### config.mk
export PLATFORM = sky130hd
export DESIGN_NAME = vga_timing_monitor
export DESIGN_NICKNAME = d
export VERILOG_FILES = /design/src/rtl/vga_timing_pkg.sv /design/src/rtl/vga_line_meter.sv /design/src/rtl/vga_timing_monitor.sv
export SDC_FILE = /design/constraint.sdc
export NUM_CORES = 1
export LEC_CHECK = 0
export CAP_MARGIN = 15
export CELL_PAD_IN_SITES_DETAIL_PLACEMENT = 1
export CELL_PAD_IN_SITES_GLOBAL_PLACEMENT = 1
export CORE_MARGIN = 3
export CORE_UTILIZATION = 44
export CTS_BUF_LIST = sky130_fd_sc_hd__clkbuf_2
export CTS_CLUSTER_SIZE = 24
export DETAILED_ROUTE_END_ITERATION = 6
export HOLD_SLACK_MARGIN = 0.05
export PLACE_DENSITY = 0.87
export SLEW_MARGIN = 20
export SYNTH_ARGS = -nofsm -noshare
export SYNTH_HDL_FRONTEND = slang
export SYNTH_HIERARCHICAL = 1
export SYNTH_SLANG_ARGS = --single-unit
### constraint.sdc
create_clock -name clock_25 -period 3.3 [get_ports clock_25]
set_clock_uncertainty 0.1 [all_clocks]
set_input_delay 0.825 -clock clock_25 [delete_from_list [all_inputs] [get_ports clock_25]]
set_output_delay 0.825 -clock clock_25 [all_outputs]
set_load 0.05 [all_outputs]
### src/rtl/vga_timing_pkg.sv
// Shared constants for the VGA timing monitor: 640x480 @ 60 Hz geometry,
// error_code bit positions and the frame FSM encoding.
package vga_timing_pkg;

  localparam int VGA_H_TOTAL  = 800;
  localparam int VGA_H_SYNC   = 96;
  localparam int VGA_H_BP     = 48;
  localparam int VGA_H_ACTIVE = 640;
  localparam int VGA_H_FP     = 16;

  localparam int VGA_V_TOTAL  = 525;
  localparam int VGA_V_SYNC   = 2;
  localparam int VGA_V_BP     = 33;
  localparam int VGA_V_ACTIVE = 480;
  localparam int VGA_V_FP     = 10;

  localparam int ERR_H = 0;
  localparam int ERR_V = 1;
  localparam int ERR_A = 2;

  typedef enum logic {
    WAIT_VS = 1'b0,
    MEASURE = 1'b1
  } state_t;

endpackage

### src/rtl/vga_line_meter.sv
// Per-line measurement: h_sync falling-edge detect plus saturating counters
// for line length, h_sync low width and display_area clocks.
module vga_line_meter
  import vga_timing_pkg::*;
#(
  parameter int CNT_W   = 10,
  parameter int H_TOTAL = VGA_H_TOTAL,
  parameter int H_SYNC  = VGA_H_SYNC
) (
  input  logic             clock_25,
  input  logic             reset,
  input  logic             h_sync_p0,
  input  logic             display_area_p0,
  output logic             line_end,
  output logic [CNT_W-1:0] line_total,
  output logic [CNT_W-1:0] sync_width,
  output logic [CNT_W-1:0] active_count,
  output logic             line_mismatch
);

  localparam logic [CNT_W-1:0] CNT_ONE   = CNT_W'(1);
  localparam logic [CNT_W-1:0] H_TOTAL_C = CNT_W'(H_TOTAL);
  localparam logic [CNT_W-1:0] H_SYNC_C  = CNT_W'(H_SYNC);

  function automatic logic [CNT_W-1:0] sat_inc(input logic [CNT_W-1:0] v);
    return (&v) ? v : v + CNT_ONE;
  endfunction

  logic             h_sync_p1;
  logic [CNT_W-1:0] clk_cnt;
  logic [CNT_W-1:0] sync_cnt;
  logic [CNT_W-1:0] de_cnt;

  assign line_end      = h_sync_p1 & ~h_sync_p0;
  assign line_total    = clk_cnt;
  assign sync_width    = sync_cnt;
  assign active_count  = de_cnt;
  assign line_mismatch = (clk_cnt != H_TOTAL_C) || (sync_cnt != H_SYNC_C);

  // p0 -> p1: edge history and per-line counters; the edge cycle opens the new line
  always_ff @(posedge clock_25) begin
    if (reset) begin
      h_sync_p1 <= 1'b0;
      clk_cnt   <= '0;
      sync_cnt  <= '0;
      de_cnt    <= '0;
    end else begin
      h_sync_p1 <= h_sync_p0;
      if (line_end) begin
        clk_cnt  <= CNT_ONE;
        sync_cnt <= CNT_ONE;
        de_cnt   <= display_area_p0 ? CNT_ONE : '0;
      end else begin
        clk_cnt <= sat_inc(clk_cnt);
        if (!h_sync_p0)
          sync_cnt <= sat_inc(sync_cnt);
        if (display_area_p0)
          de_cnt <= sat_inc(de_cnt);
      end
    end
  end

endmodule

### src/rtl/vga_timing_monitor.sv
// VGA sink: measures frame geometry, pixel checksum, lock status and sticky
// timing errors from the h_sync/v_sync/display_area/pixel stream.
module vga_timing_monitor
  import vga_timing_pkg::*;
#(
  parameter int CNT_W       = 10,
  parameter int PIXEL_W     = 10,
  parameter int H_TOTAL     = VGA_H_TOTAL,
  parameter int H_SYNC      = VGA_H_SYNC,
  parameter int H_ACTIVE    = VGA_H_ACTIVE,
  parameter int V_TOTAL     = VGA_V_TOTAL,
  parameter int V_SYNC      = VGA_V_SYNC,
  parameter int V_ACTIVE    = VGA_V_ACTIVE,
  parameter int LOCK_FRAMES = 2
) (
  input  logic               clock_25,
  input  logic               reset,
  input  logic               h_sync,
  input  logic               v_sync,
  input  logic               display_area,
  input  logic [PIXEL_W-1:0] pixel,
  input  logic               clear_error,
  output logic [CNT_W-1:0]   h_total_meas,
  output logic [CNT_W-1:0]   h_sync_meas,
  output logic [CNT_W-1:0]   active_px_meas,
  output logic [CNT_W-1:0]   v_total_meas,
  output logic [CNT_W-1:0]   v_sync_meas,
  output logic [CNT_W-1:0]   active_ln_meas,
  output logic [15:0]        frame_sum,
  output logic               frame_done,
  output logic               locked,
  output logic               timing_error,
  output logic [2:0]         error_code
);

  localparam logic [CNT_W-1:0] CNT_ONE    = CNT_W'(1);
  localparam logic [CNT_W-1:0] H_ACTIVE_C = CNT_W'(H_ACTIVE);
  localparam logic [CNT_W-1:0] V_TOTAL_C  = CNT_W'(V_TOTAL);
  localparam logic [CNT_W-1:0] V_SYNC_C   = CNT_W'(V_SYNC);
  localparam logic [CNT_W-1:0] V_ACTIVE_C = CNT_W'(V_ACTIVE);
  localparam int               LCK_W      = $clog2(LOCK_FRAMES + 1);
  localparam logic [LCK_W-1:0] LOCK_C     = LCK_W'(LOCK_FRAMES);

  function automatic logic [CNT_W-1:0] sat_inc(input logic [CNT_W-1:0] v);
    return (&v) ? v : v + CNT_ONE;
  endfunction

  logic               h_sync_p0, v_sync_p0, display_area_p0;
  logic [PIXEL_W-1:0] pixel_p0;
  logic               v_sync_p1;
  logic               vs_fall;
  logic [15:0]        px16;

  logic               line_end;
  logic [CNT_W-1:0]   line_total, sync_width, active_count;
  logic               line_mismatch;

  state_t             state_q, state_d;
  logic               frame_close;

  logic [CNT_W-1:0]   ln_cnt, vs_w, act_ln, last_htot, last_hsync, last_act;
  logic               hmis_acc, amis_acc;
  logic [15:0]        sum_acc;
  logic [LCK_W-1:0]   clean_cnt, clean_inc;

  logic               act_line, amis_line;
  logic               hmis_fin, vmis_fin, amis_fin, frame_bad;
  logic [CNT_W-1:0]   act_ln_fin;
  logic [2:0]         err_new, err_d;

  assign vs_fall = v_sync_p1 & ~v_sync_p0;
  assign px16    = 16'(pixel_p0);

  // input -> p0: single register stage on every sampled input
  always_ff @(posedge clock_25) begin
    if (reset) begin
      h_sync_p0       <= 1'b0;
      v_sync_p0       <= 1'b0;
      display_area_p0 <= 1'b0;
      pixel_p0        <= '0;
      v_sync_p1       <= 1'b0;
    end else begin
      h_sync_p0       <= h_sync;
      v_sync_p0       <= v_sync;
      display_area_p0 <= display_area;
      pixel_p0        <= pixel;
      v_sync_p1       <= v_sync_p0;
    end
  end

  vga_line_meter #(
    .CNT_W  (CNT_W),
    .H_TOTAL(H_TOTAL),
    .H_SYNC (H_SYNC)
  ) u_line_meter (
    .clock_25       (clock_25),
    .reset          (reset),
    .h_sync_p0      (h_sync_p0),
    .display_area_p0(display_area_p0),
    .line_end       (line_end),
    .line_total     (line_total),
    .sync_width     (sync_width),
    .active_count   (active_count),
    .line_mismatch  (line_mismatch)
  );

  always_ff @(posedge clock_25) begin
    if (reset) state_q <= WAIT_VS;
    else       state_q <= state_d;
  end

  always_comb begin
    state_d     = state_q;
    frame_close = 1'b0;
    case (state_q)
      WAIT_VS: if (vs_fall) state_d = MEASURE;
      MEASURE: frame_close = vs_fall;
      default: state_d = WAIT_VS;
    endcase
  end

  // Closing values fold in the line that ends on the closing cycle; a
  // coincident h_sync edge still counts as line 0 of the new frame.
  always_comb begin
    act_line   = line_end && (active_count != '0);
    amis_line  = act_line && (active_count != H_ACTIVE_C);
    act_ln_fin = act_line ? sat_inc(act_ln) : act_ln;
    hmis_fin   = hmis_acc | (line_end & line_mismatch);
    vmis_fin   = (ln_cnt != V_TOTAL_C) || (vs_w != V_SYNC_C);
    amis_fin   = amis_acc | amis_line | (act_ln_fin != V_ACTIVE_C);
    err_new        = '0;
    err_new[ERR_H] = hmis_fin;
    err_new[ERR_V] = vmis_fin;
    err_new[ERR_A] = amis_fin;
    frame_bad      = |err_new;
    err_d = clear_error ? 3'b000 : error_code;
    if (frame_close)
      err_d = err_d | err_new;
    clean_inc = (clean_cnt >= LOCK_C) ? clean_cnt : clean_cnt + LCK_W'(1);
  end

  // p0 -> frame accumulators: restart on every v_sync edge, including the first
  always_ff @(posedge clock_25) begin
    if (reset) begin
      ln_cnt     <= '0;
      vs_w       <= '0;
      act_ln     <= '0;
      last_htot  <= '0;
      last_hsync <= '0;
      last_act   <= '0;
      hmis_acc   <= 1'b0;
      amis_acc   <= 1'b0;
      sum_acc    <= '0;
    end else if (vs_fall) begin
      ln_cnt     <= line_end ? CNT_ONE : '0;
      vs_w       <= line_end ? CNT_ONE : '0;
      act_ln     <= '0;
      last_htot  <= '0;
      last_hsync <= '0;
      last_act   <= '0;
      hmis_acc   <= 1'b0;
      amis_acc   <= 1'b0;
      sum_acc    <= display_area_p0 ? px16 : 16'd0;
    end else begin
      if (line_end) begin
        ln_cnt     <= sat_inc(ln_cnt);
        last_htot  <= line_total;
        last_hsync <= sync_width;
        if (!v_sync_p0)
          vs_w <= sat_inc(vs_w);
      end
      if (act_line) begin
        act_ln   <= sat_inc(act_ln);
        last_act <= active_count;
      end
      hmis_acc <= hmis_fin;
      amis_acc <= amis_acc | amis_line;
      if (display_area_p0)
        sum_acc <= sum_acc + px16;
    end
  end

  // frame close -> reported measurements, lock and sticky error state
  always_ff @(posedge clock_25) begin
    if (reset) begin
      h_total_meas   <= '0;
      h_sync_meas    <= '0;
      active_px_meas <= '0;
      v_total_meas   <= '0;
      v_sync_meas    <= '0;
      active_ln_meas <= '0;
      frame_sum      <= '0;
      frame_done     <= 1'b0;
      locked         <= 1'b0;
      clean_cnt      <= '0;
      error_code     <= '0;
      timing_error   <= 1'b0;
    end else begin
      frame_done   <= frame_close;
      error_code   <= err_d;
      timing_error <= |err_d;
      if (frame_close) begin
        h_total_meas   <= line_end ? line_total : last_htot;
        h_sync_meas    <= line_end ? sync_width : last_hsync;
        active_px_meas <= act_line ? active_count : last_act;
        v_total_meas   <= ln_cnt;
        v_sync_meas    <= vs_w;
        active_ln_meas <= act_ln_fin;
        frame_sum      <= sum_acc;
        clean_cnt      <= frame_bad ? '0 : clean_inc;
        locked         <= !frame_bad && (clean_inc == LOCK_C);
      end
    end
  end

endmodule

# Yosys cells after proc, flatten, opt, wreduce, memory -nomap -nowiden
# Cells that the tools add are included.
[classes] addsub=8 order_cmp=1 eq_ne=14 mux=32 bitwise=10 n_reduce_logical=25
[ops] op="10-bit two-way mux" n=16
[ops] op="10-bit by 1-bit adder with 10-bit output, second input constant" n=6
[ops] op="10-bit AND reduction" n=6
[ops] op="16-bit two-way mux" n=2
[ops] op="10-bit inequality test, second input constant" n=3
[ops] op="16-bit by 10-bit adder with 16-bit output" n=1
[ops] op="1-bit two-way mux" n=10
[ops] op="10-bit by 2-bit inequality test with 1-bit output, second input constant" n=1
[ops] op="10-bit by 7-bit inequality test with 1-bit output, second input constant" n=1
[ops] op="10-bit by 9-bit inequality test with 1-bit output, second input constant" n=1
[ops] op="2-bit inequality test, second input constant" n=5
[ops] op="10-bit nonzero test" n=1
[ops] op="2-bit AND reduction" n=4
[ops] op="3-bit two-way mux" n=2
[ops] op="2-bit nonzero test" n=3
[ops] op="3-bit OR reduction" n=2
[ops] op="2-bit two-way mux" n=2
[ops] op="2-bit by 1-bit inequality test with 1-bit output, second input constant" n=2
[ops] op="2-bit OR reduction" n=2
[ops] op="1-bit bitwise AND" n=3
[ops] op="1-bit logical AND" n=3
[ops] op="1-bit NOT" n=3
[ops] op="1-bit bitwise OR" n=3
[ops] op="3-bit bitwise OR" n=1
[ops] op="6 further kinds" n=7
[totals] reg_bits=208 in_bits=16 elab_cells=123

# Depth between registers and ports, before layout
# Gate-level depths: netlist of the first run.
[logic_depth] word_depth=9 ltp_mapped=10 mapped_depth_nobuf=10

# Hierarchy
# Netlist of the first run, hierarchy kept.
[modules_own_cells] mod="vga_timing_monitor" n_inst=1 cells_each=818 area_each_um2=7168.1 seq_area_each_um2=3543.4
[modules_own_cells] mod="vga_line_meter" n_inst=1 cells_each=187 area_each_um2=1592.8 seq_area_each_um2=620.6

# Worst setup path before layout of the first run
# Ideal clock, no wire load.
[synth_path] path_kind="reg-to-reg" start="register u_line_meter.h_sync_p1" end="register ln_cnt[9]" setup_time_ns=0.070 t_arrival_ns=2.170 setup_slack_ns=0.959 path_stages_with_launch=8 path_buffers=1 path_cell_list="dfxtp_1 -> nor2b_1 -> buf_2 -> inv_1 -> a21oi_1 -> o2111ai_1 -> or3_1 -> a21oi_1"
[synth_via] elab_chain_cells=3
[synth_rtl] element="start, declared" line_no="vga_line_meter.sv:29" rtl="logic h_sync_p1;"
[synth_rtl] element="start signal, assigned" line_no="vga_line_meter.sv:48" rtl="h_sync_p1 <= h_sync_p0;"
[synth_rtl] element="1-bit bitwise AND" line_no="vga_line_meter.sv:34" rtl="assign line_end = h_sync_p1 & ~h_sync_p0;"
[synth_rtl] element="named net line_end" line_no="vga_timing_monitor.sv:54" rtl="logic line_end;"
[synth_rtl] element="2-bit nonzero test (no line)"
[synth_rtl] element="2-bit AND reduction (no line)"
[synth_rtl] element="end signal, assigned" line_no="vga_timing_monitor.sv:155" rtl="ln_cnt <= line_end ? CNT_ONE : '0;"
[synth_rtl] element="end signal, assigned" line_no="vga_timing_monitor.sv:166" rtl="ln_cnt <= sat_inc(ln_cnt);"
[synth_rtl] element="end, declared" line_no="vga_timing_monitor.sv:61" rtl="logic [CNT_W-1:0] ln_cnt, vs_w, act_ln, last_htot, last_hsync, last_act;"
# The timed path passes the listed nets, and every way through them passes these cells.
# A chain may end at the register's enable or synchronous reset.

# Worst setup path after layout of the first run
[layout_path] start="register error_code[2]" end="output error_code[2]"
[layout_lines] element="start, declared" line_no="vga_timing_monitor.sv:33" rtl="output logic [2:0] error_code"
[layout_lines] element="start signal, assigned" line_no="vga_timing_monitor.sv:200" rtl="error_code <= err_d;"
# No word-level cell between the ends.

==> results of run 1 <==
cell usage after synthesis (all sizes together), types with 11 or more instances:
cell type	instances
nor3	15
or3	12
mux2i	39
nand4	19
ha	21
nand2	136
a211oi	38
nor2b	19
o21ai	28
nor2	136
clkbuf	42
xor2	17
inv	24
and3	13
a21oi	71
buf	13
xnor2	11
dfxtp	208
nand3	24
a31oi	14
through the flow:
stage          std cells  utilization
3_5_place_dp        1321       0.5200
3_3_place_gp        1321       0.5200
2_1_floorplan       1005            -
5_1_grt             1407       0.5447
6_report            1407       0.5447
4_1_cts             1406       0.5446
registers in the layout, indices dropped and copies added (netlist names), 3 cells and up:
register                   cells
active_ln_meas                10
last_htot                     10
ln_cnt                        10
v_sync_meas                   10
active_px_meas                10
act_ln                        10
h_sync_meas                   10
last_act                      10
u_line_meter/sync_width       10
v_total_meas                  10
frame_sum                     16
h_total_meas                  10
vs_w                          10
error_code                     3
u_line_meter/active_count     10
last_hsync                    10
pixel_p0                      10
u_line_meter/line_total       10
sum_acc                       16
power by group through the flow:
| stage | logic [W] | clock network [W] | registers (W) |
|---|---|---|---|
| final | 0.000262 | 0.00177 | 0.00257 |
| after global routing | 0.000290 | 0.00199 | 0.00258 |
| after CTS | 0.000263 | 0.00183 | 0.00257 |
| after detailed placement | 0.000259 | 0 | 0.00263 |
| after global placement | 0.000251 | 0 | 0.00263 |
| after floorplan | 0.000164 | 0 | 0.00264 |
worst paths after layout:
kind,start,endpoint,slack (ns),depth (start not counted)
setup / recovery,error_code[2],error_code[2],0.31,1
hold / removal,reset,u_line_meter/h_sync_p1,0.33,2
setup reg to reg,sum_acc[0],sum_acc[12],0.67,9
hold reg to reg,v_total_meas[4],v_total_meas[4],0.36,2
final cells by class:
class | instances | share of cell area
multi-input combinational | 718 | 0.4125
antenna | 1 | 0.0002400
tap | 260 | 0.03120
timing repair buffer | 111 | 0.1030
clock buffer | 79 | 0.03792
clock inverter | 6 | 0.007199
inverter | 24 | 0.008639
sequential | 208 | 0.3993
per-layer routing:
layer | vias to the layer above | global-route usage | share of wire
met5 | - | 0 | 0
met1 | 3734 | 0.2667 | 0.45
met2 | 163 | 0.3733 | 0.49
met3 | 29 | 0.04102 | 0.042
li1 | 3789 | - | -
met4 | 0 | 0.05778 | 0.013
cells by family (layout without fill, tap and decap cells):
| logic type | count (synthesis) | in the layout | share of synthesized area |
|---|---|---|---|
| simple gates | 420 | 420 | 0.2276 |
| buf+inv | 79 | 220 | 0.03542 |
| flops | 208 | 208 | 0.4753 |
| xor+xnor | 28 | 28 | 0.02799 |
| other cells | 0 | 1 | 0 |
| compound gates | 209 | 209 | 0.1568 |
| fa+ha+maj | 22 | 22 | 0.03228 |
| mux | 39 | 39 | 0.04456 |
==> run_results.csv, run 1 <==
group,metric,value,unit
timing,max_slew.worst_pin.slew,0.8848,ns
power_and_ir_drop,switching_share,0.2586,
synth,synth_area_leaders,"dfxtp_1 (48%), nor2_1 (5.8%), nand2_1 (5.8%)",
placed_design,gp_congestion,0.8445,
floorplan,die_h,147.1,um
power_and_ir_drop,pwr-share-clk,0.384,
timing,drv_slew,0,
timing,setup_viol,0,
placed_design,pre_cts_ws,0.6976,ns
final_layout,syn2layout_area_growth,19.02,%
detailed_routing,wire_per_inst,16.48,um
floorplan,io_pins,98,
detailed_routing,drc,0,
power_and_ir_drop,p_total,0.004602,W
power_and_ir_drop,seq_power_share,0.559,
synth,synth_top_area_frac,0.4753,
floorplan,core-area,19140,um^2
critical_path,critPathLaunchType,"flop",
clock_network,cts.sinks,208,
placed_design,portBuffers,97,
power_and_ir_drop,p_int,0.003412,W
synth,yosysTopAreaCell,"dfxtp_1",
timing,rsz0062_at_grt,"no",
clock_network,worstSkewPairLatency,0.83,ns
synth,synth_cell_types,68,
job,max-cap-violations,0,
critical_path,critPathKind,"flop to output port",
floorplan,fp-row-count,50,
timing,finalCritPeriodShare,0.9073,
detailed_routing,drt-total-wl,23.19,mm
clock_network,path_clk_slew,0.09,ns
detailed_routing,drtIter0Drc,440,
detailed_routing,drtPass1Iterations,5,
critical_path,critPathCaptureType,"output port",
critical_path,crit_path_max_fanout,2,
final_layout,layout-drive-gt1-share,0.1091,
floorplan,die_w,147.1,um
placed_design,hpwl,15.90,mm
detailed_routing,vias,7715,
timing,hold_slack,0.3270,ns
power_and_ir_drop,power_switching,0.001190,W
clock_network,cts_made_buffers,53,
synth,syn_area,8761,um^2
final_layout,mostFrequentLayoutCells,"dfxtp_1 (208), nor2_1 (136), nand2_1 (134)",
synth,synthesis.nets,1043,
timing,fmax,334.0,MHz
synth,yosysWarnings,6,
global_routing,grt_pass1_vias,7989,
critical_path,cp_slowest_cell,"clkdlybuf4s50_1",
clock_network,ctsRootBufferMaster,"clkbuf_2",
global_routing,grt_pass1_wl,38.92,mm
power_and_ir_drop,peakVddDrop,0.2054,mV
synth,netlist_instances,1005,
timing,setup_slack,0.3058,ns
timing,relSlewSlack,0.4079,
timing,hold_violations,0,
clock_network,cts_max_level,2,
synth,async_flop_share,0,
final_layout,seq_area,4164,um^2
synth,synth_ff_type,"dfxtp_1",
timing,setup-tns-final,0,ns
clock_network,cts_buffer_depth,3,
detailed_routing,via_per_inst,5.483,
final_layout,final_common_cell,"dfxtp_1",
clock_network,post_cts_buffers,0,
clock_network,cts_tree,"built",
power_and_ir_drop,leakage,3.749,nW
synth,synth_seq_area_share,0.4753,
detailed_routing,ant_nets,0,
clock_network,postCtsResizedCells,0,
global_routing,grt_overflow_total,0,
power_and_ir_drop,p_per_area,441.4,nW/um^2
critical_path,cp_data_required_time,2.37,ns
critical_path,crit_chain,"clkdlybuf4s50_1",
final_layout,multiInputGateArea,4302,um^2
synth,syn_avg_cell_area,8.717,um^2
power_and_ir_drop,p_comb_frac,0.057,
global_routing,antenna_found_initial,1,
critical_path,slowest_delay,0.84,ns
outcome,status,"complete, no violations",
clock_network,cts_hold_buffers,0,
final_layout,post-route-cell-area,10430,um^2
final_layout,fillers,2323,
critical_path,worst-path-buf-inv,1,
synth,synth_seq_cells,208,
placed_design,placed_cell_area,9955,um^2
synth,synth_edf_count,0,
min_path,hp-class,"input port to flop",
critical_path,cpLargestDelayFamily,"buffers and inverters",
global_routing,grt_max_degree,55,
final_layout,final_nets,1154,
floorplan,initial_utilization,0.4576,
global_routing,grt_util_all_layers,0.2122,
timing,fin_crit,2.994,ns
critical_path,arrival,2.07,ns
floorplan,die_area,21640,um^2
Power figures use the tool's default switching activity.
==> run 2: changes to the inputs <==
Settings changed: CORE_ASPECT_RATIO from default to 0.8, CTS_CLUSTER_DIAMETER from default to 80.
==> run_results.csv, run 2 (same netlist as run 1, synthesis figures left out) <==
group,metric,value,unit
detailed_routing,wire_per_inst,17.23,um
clock_network,cts.sinks,208,
global_routing,grt_pass1_vias,7525,
final_layout,final_common_cell,"dfxtp_1",
timing,hold_violations,0,
detailed_routing,drt-total-wl,23.02,mm
min_path,hold_depth,2,
critical_path,critPathKind,"flop to output port",
detailed_routing,vias,7450,
final_layout,final_nets,1110,
critical_path,worst-path-buf-inv,1,
detailed_routing,drtPass1Iterations,4,
final_layout,syn2layout_area_growth,15.05,%
timing,drv_slew,0,
global_routing,grt_util_all_layers,0.2092,
floorplan,die_area,21650,um^2
critical_path,r2r_start,"sum_acc[0]",
critical_path,cp_data_required_time,2.37,ns
critical_path,cp_slowest_cell,"clkdlybuf4s50_1",
detailed_routing,ant_nets,0,
timing,setup-tns-final,0,ns
clock_network,cts_buffer_depth,3,
placed_design,hpwl,16.28,mm
critical_path,critPathLaunchType,"flop",
timing,finalCritPeriodShare,0.9295,
clock_network,path_clk_slew,0.42,ns
clock_network,worstSkewPairLatency,0.80,ns
critical_path,r2r_slack,0.58,ns
detailed_routing,drc,0,
final_layout,post-route-util,0.5235,
min_path,hp-class,"input port to flop",
job,max-cap-violations,0,
final_layout,layout-drive-gt1-share,0.05126,
timing,setup_viol,0,
power_and_ir_drop,p_per_area,384.3,nW/um^2
min_path,hp-start,"reset",
floorplan,io_pins,98,
critical_path,reg2reg_to,"sum_acc[12]",
global_routing,grt_max_degree,45,
critical_path,crit_path_max_fanout,2,
timing,fmax,326.0,MHz
critical_path,crit_chain,"clkdlybuf4s50_1",
clock_network,post_cts_buffers,0,
critical_path,critPathCaptureType,"output port",
power_and_ir_drop,peakVddDrop,0.1905,mV
placed_design,portBuffers,97,
final_layout,mostFrequentLayoutCells,"dfxtp_1 (208), nor2_1 (136), nand2_1 (134)",
timing,rsz0062_at_grt,"no",
critical_path,slowest_delay,0.83,ns
timing,fin_crit,3.067,ns
final_layout,multiInputGateArea,4302,um^2
global_routing,antenna_found_initial,1,
clock_network,postCtsResizedCells,0,
detailed_routing,via_per_inst,5.576,
detailed_routing,drtIter0Drc,520,
critical_path,cpLargestDelayFamily,"buffers and inverters",
global_routing,grt_pass1_wl,38.10,mm
floorplan,fp-row-count,45,
timing,relSlewSlack,0.3356,
timing,max_slew.worst_pin.slew,0.9942,ns
critical_path,arrival,2.14,ns
clock_network,cts_hold_buffers,0,
min_path,min_to,"u_line_meter/sync_width[0]",
power_and_ir_drop,leakage,3.457,nW
placed_design,gp_congestion,0.8435,
clock_network,ctsRootBufferMaster,"clkbuf_2",
floorplan,die_w,163.8,um
final_layout,fillers,2287,
critical_path,r2r_cells,9,
final_layout,reg_top3,"frame_sum: 16 flops, sum_acc: 16 flops",
clock_network,cts_made_buffers,12,
outcome,status,"complete, no violations",
final_layout,seq_area,4164,um^2
global_routing,grt_overflow_total,0,
floorplan,die_h,132.2,um
floorplan,core-area,19260,um^2
floorplan,initial_utilization,0.4550,
clock_network,cts_max_level,1,
clock_network,cts_tree,"built",
-- run 2: cell count changes in the layout (fill, tap and decap cells not counted), sizes merged --
cell,change
buf,-3
inv,-1
clkinv,-3
clkbuf,-66
diode,+4
-- run 2: worst max-delay path by stage --
| stage | startpoint | depth (start not counted) | slack, ns | end |
|---|---|---|---|---|
| final | error_code[0] | 1 | 0.23 | error_code[0] |
| after global routing | error_code[0] | 1 | 0.13 | error_code[0] |
| after CTS | error_code[0] | 1 | 0.19 | error_code[0] |
| after detailed placement | sum_acc[0] | 9 | 0.65 | sum_acc[12] |
| after global placement | sum_acc[0] | 9 | 0.81 | sum_acc[14] |
| after floorplan | u_line_meter/h_sync_p1 | 7 | 0.96 | ln_cnt[9] |
-- run 2: worst register-to-register path, cell delays in order, from the launching register on --
cell,delay (ns)
dfxtp_1,0.46
ha_1,0.20
inv_1,0.06
fa_1,0.40
nor2b_1,0.18
o2111ai_1,0.19
a31oi_1,0.29
a41oi_1,0.26
or3_1,0.40
a21oi_1,0.16
-- run 2: metal layers --
metal / track usage / up-vias / share of wire
li1: - / 3676 / -
met1: 0.2966 / 3624 / 0.49
met2: 0.3431 / 128 / 0.46
met3: 0.02701 / 22 / 0.034
met4: 0.04227 / 0 / 0.015
met5: 0 / - / 0
-- run 2: power by group --
part           switching, W  internal, W  leakage, nW
Clock              0.000749     0.000262       0.0823
Sequential        0.0000350      0.00257         1.68
Combinational      0.000165    0.0000968         1.69
-- run 2: cell type report --
cell class              instances  share of cell area
repair buffers                108              0.1055
well taps                     258             0.03203
clock buffers                  13            0.006455
flip-flops and latches        208              0.4131
diodes                          5            0.001241
clock inverters                 2            0.005958
multi-input cells             718              0.4268
inverters                      24            0.008937
-- run 2: per-stage QoR --
| stage | power, W | cells | instance area [um^2] | hold slack [ns] | worst slack, ns |
|---|---|---|---|---|---|
| 2_1_floorplan | 0.002800 | 1005 | 8761 | 0.3250 | 0.9592 |
| 5_1_grt | 0.004038 | 1336 | 10080 | 0.2757 | 0.1254 |
| 4_1_cts | 0.003920 | 1331 | 10070 | 0.2722 | 0.1869 |
| 3_3_place_gp | 0.002880 | 1316 | 9942 | 0.3369 | 0.8085 |
| 6_report | 0.003873 | 1336 | 10080 | 0.3362 | 0.2327 |
| 3_5_place_dp | 0.002893 | 1316 | 9942 | 0.3497 | 0.6545 |
==> run 3: changes to the inputs <==
Settings changed: CTS_CLUSTER_SIZE 24 to default, PLACE_DENSITY 0.87 to default, PLACE_DENSITY_LB_ADDON from default to 0.25.
==> run_results.csv, run 3 (same netlist as run 1, synthesis figures left out) <==
group,metric,value,unit
timing,drv_slew,0,
placed_design,portBuffers,97,
floorplan,io_pins,98,
detailed_routing,vias,7615,
placed_design,hpwl,15.85,mm
detailed_routing,ant_nets,0,
detailed_routing,drtIter0Drc,371,
clock_network,cts_tree,"built",
detailed_routing,drc,0,
critical_path,r2r_start,"sum_acc[0]",
final_layout,final_common_cell,"dfxtp_1",
power_and_ir_drop,peakVddDrop,0.3087,mV
timing,relSlewSlack,0.4143,
floorplan,die_h,132.2,um
final_layout,fillers,2331,
power_and_ir_drop,power_switching,0.001183,W
critical_path,crit_chain,"clkdlybuf4s50_1",
critical_path,critPathCaptureType,"output port",
clock_network,postCtsResizedCells,0,
timing,setup_slack,0.3760,ns
timing,setup-tns-final,0,ns
timing,fmax,342.0,MHz
critical_path,arrival,2.00,ns
final_layout,syn2layout_area_growth,18.98,%
min_path,hp-class,"input port to flop",
power_and_ir_drop,p_int,0.003396,W
critical_path,cp_slowest_cell,"clkdlybuf4s50_1",
critical_path,slowest_delay,0.85,ns
power_and_ir_drop,leakage,3.742,nW
global_routing,grt_pass1_vias,7728,
power_and_ir_drop,switching_share,0.2583,
final_layout,reg_top3,"frame_sum: 16 flops, sum_acc: 16 flops",
outcome,status,"complete, no violations",
critical_path,cpLargestDelayFamily,"buffers and inverters",
timing,max_slew.worst_pin.slew,0.8752,ns
job,max-cap-violations,0,
final_layout,mostFrequentLayoutCells,"dfxtp_1 (208), nor2_1 (136), nand2_1 (134)",
power_and_ir_drop,pwr-share-clk,0.381,
detailed_routing,wire_per_inst,16.13,um
global_routing,grt_util_all_layers,0.2092,
global_routing,antenna_found_initial,1,
power_and_ir_drop,seq_power_share,0.562,
clock_network,cts_made_buffers,51,
critical_path,cp_data_required_time,2.37,ns
critical_path,r2r_slack,0.68,ns
floorplan,core-area,19260,um^2
power_and_ir_drop,p_comb_frac,0.057,
clock_network,cts_hold_buffers,0,
clock_network,post_cts_buffers,0,
clock_network,cts.sinks,208,
timing,finalCritPeriodShare,0.8861,
critical_path,worst-path-buf-inv,1,
timing,rsz0062_at_grt,"no",
detailed_routing,drtPass1Iterations,4,
power_and_ir_drop,p_per_area,439.3,nW/um^2
critical_path,crit_path_max_fanout,2,
final_layout,layout-drive-gt1-share,0.1076,
final_layout,final_nets,1152,
critical_path,critPathLaunchType,"flop",
clock_network,worstSkewPairLatency,0.78,ns
placed_design,gp_congestion,0.8382,
critical_path,cp.depth,1,
global_routing,grt_overflow_total,0,
critical_path,worstSetupStartpoint,"error_code[2]",
clock_network,cts_buffer_depth,3,
detailed_routing,via_per_inst,5.432,
timing,hold_violations,0,
floorplan,initial_utilization,0.4550,
critical_path,reg2reg_to,"sum_acc[14]",
floorplan,fp-row-count,45,
critical_path,crit_end,"error_code[2]",
floorplan,die_area,21650,um^2
clock_network,cts_max_level,2,
placed_design,pre_cts_ws,0.6789,ns
clock_network,path_clk_slew,0.12,ns
timing,setup_viol,0,
timing,fin_crit,2.924,ns
clock_network,ctsRootBufferMaster,"clkbuf_2",
global_routing,grt_pass1_wl,38.06,mm
critical_path,r2r_cells,9,
final_layout,post-route-util,0.5413,
detailed_routing,drt-total-wl,22.61,mm
global_routing,grt_max_degree,64,
min_path,hp-start,"reset",
critical_path,critPathKind,"flop to output port",
floorplan,die_w,163.8,um
[run 3: power by group through the flow]
stage                     Combinational (W)  Sequential [W]  Clock [W]
after CTS                          0.000262         0.00258    0.00181
after detailed placement           0.000260         0.00263          0
final                              0.000260         0.00258    0.00174
after global placement             0.000253         0.00263          0
after floorplan                    0.000164         0.00264          0
after global routing               0.000289         0.00258    0.00196
[run 3: area by class of cell]
| class | count | area, um^2 | share of cell area |
|---|---|---|---|
| clock inverter | 5 | 71.32 | 0.006842 |
| antenna | 1 | 2.502 | 0.0002401 |
| tap | 258 | 322.8 | 0.03097 |
| timing repair buffer | 111 | 1086 | 0.1042 |
| clock buffer | 77 | 385.4 | 0.03697 |
| multi-input combinational | 718 | 4302 | 0.4127 |
| inverter | 24 | 90.09 | 0.008642 |
| sequential | 208 | 4164 | 0.3995 |
[run 3: worst min-delay path by stage]
stage,end,depth (start not counted)
finish,u_line_meter/active_count[0],2
detailed placement,clean_cnt[0],2
CTS,u_line_meter/active_count[0],2
global placement,clean_cnt[0],2
global route,u_line_meter/active_count[0],2
floorplan,clean_cnt[0],2
[run 3: through the flow]
| stage | cell area (um^2) | hold WS [ns] | power [W] | instances |
|---|---|---|---|---|
| floorplan | 8761 | 0.3250 | 0.002800 | 1005 |
| global placement | 9965 | 0.3358 | 0.002884 | 1319 |
| detailed placement | 9965 | 0.3429 | 0.002894 | 1319 |
| CTS | 10420 | 0.1817 | 0.004646 | 1401 |
| global route | 10420 | 0.1748 | 0.004832 | 1402 |
| finish | 10420 | 0.2430 | 0.004579 | 1402 |
[run 3: metal layers]
metal / track usage / wire length [um] / up-vias
li1: - / - / 3796
met1: 0.2966 / 11420 / 3643
met2: 0.3240 / 9916 / 137
met3: 0.03989 / 844 / 39
met4: 0.06153 / 424 / 0
met5: 0 / 0 / -
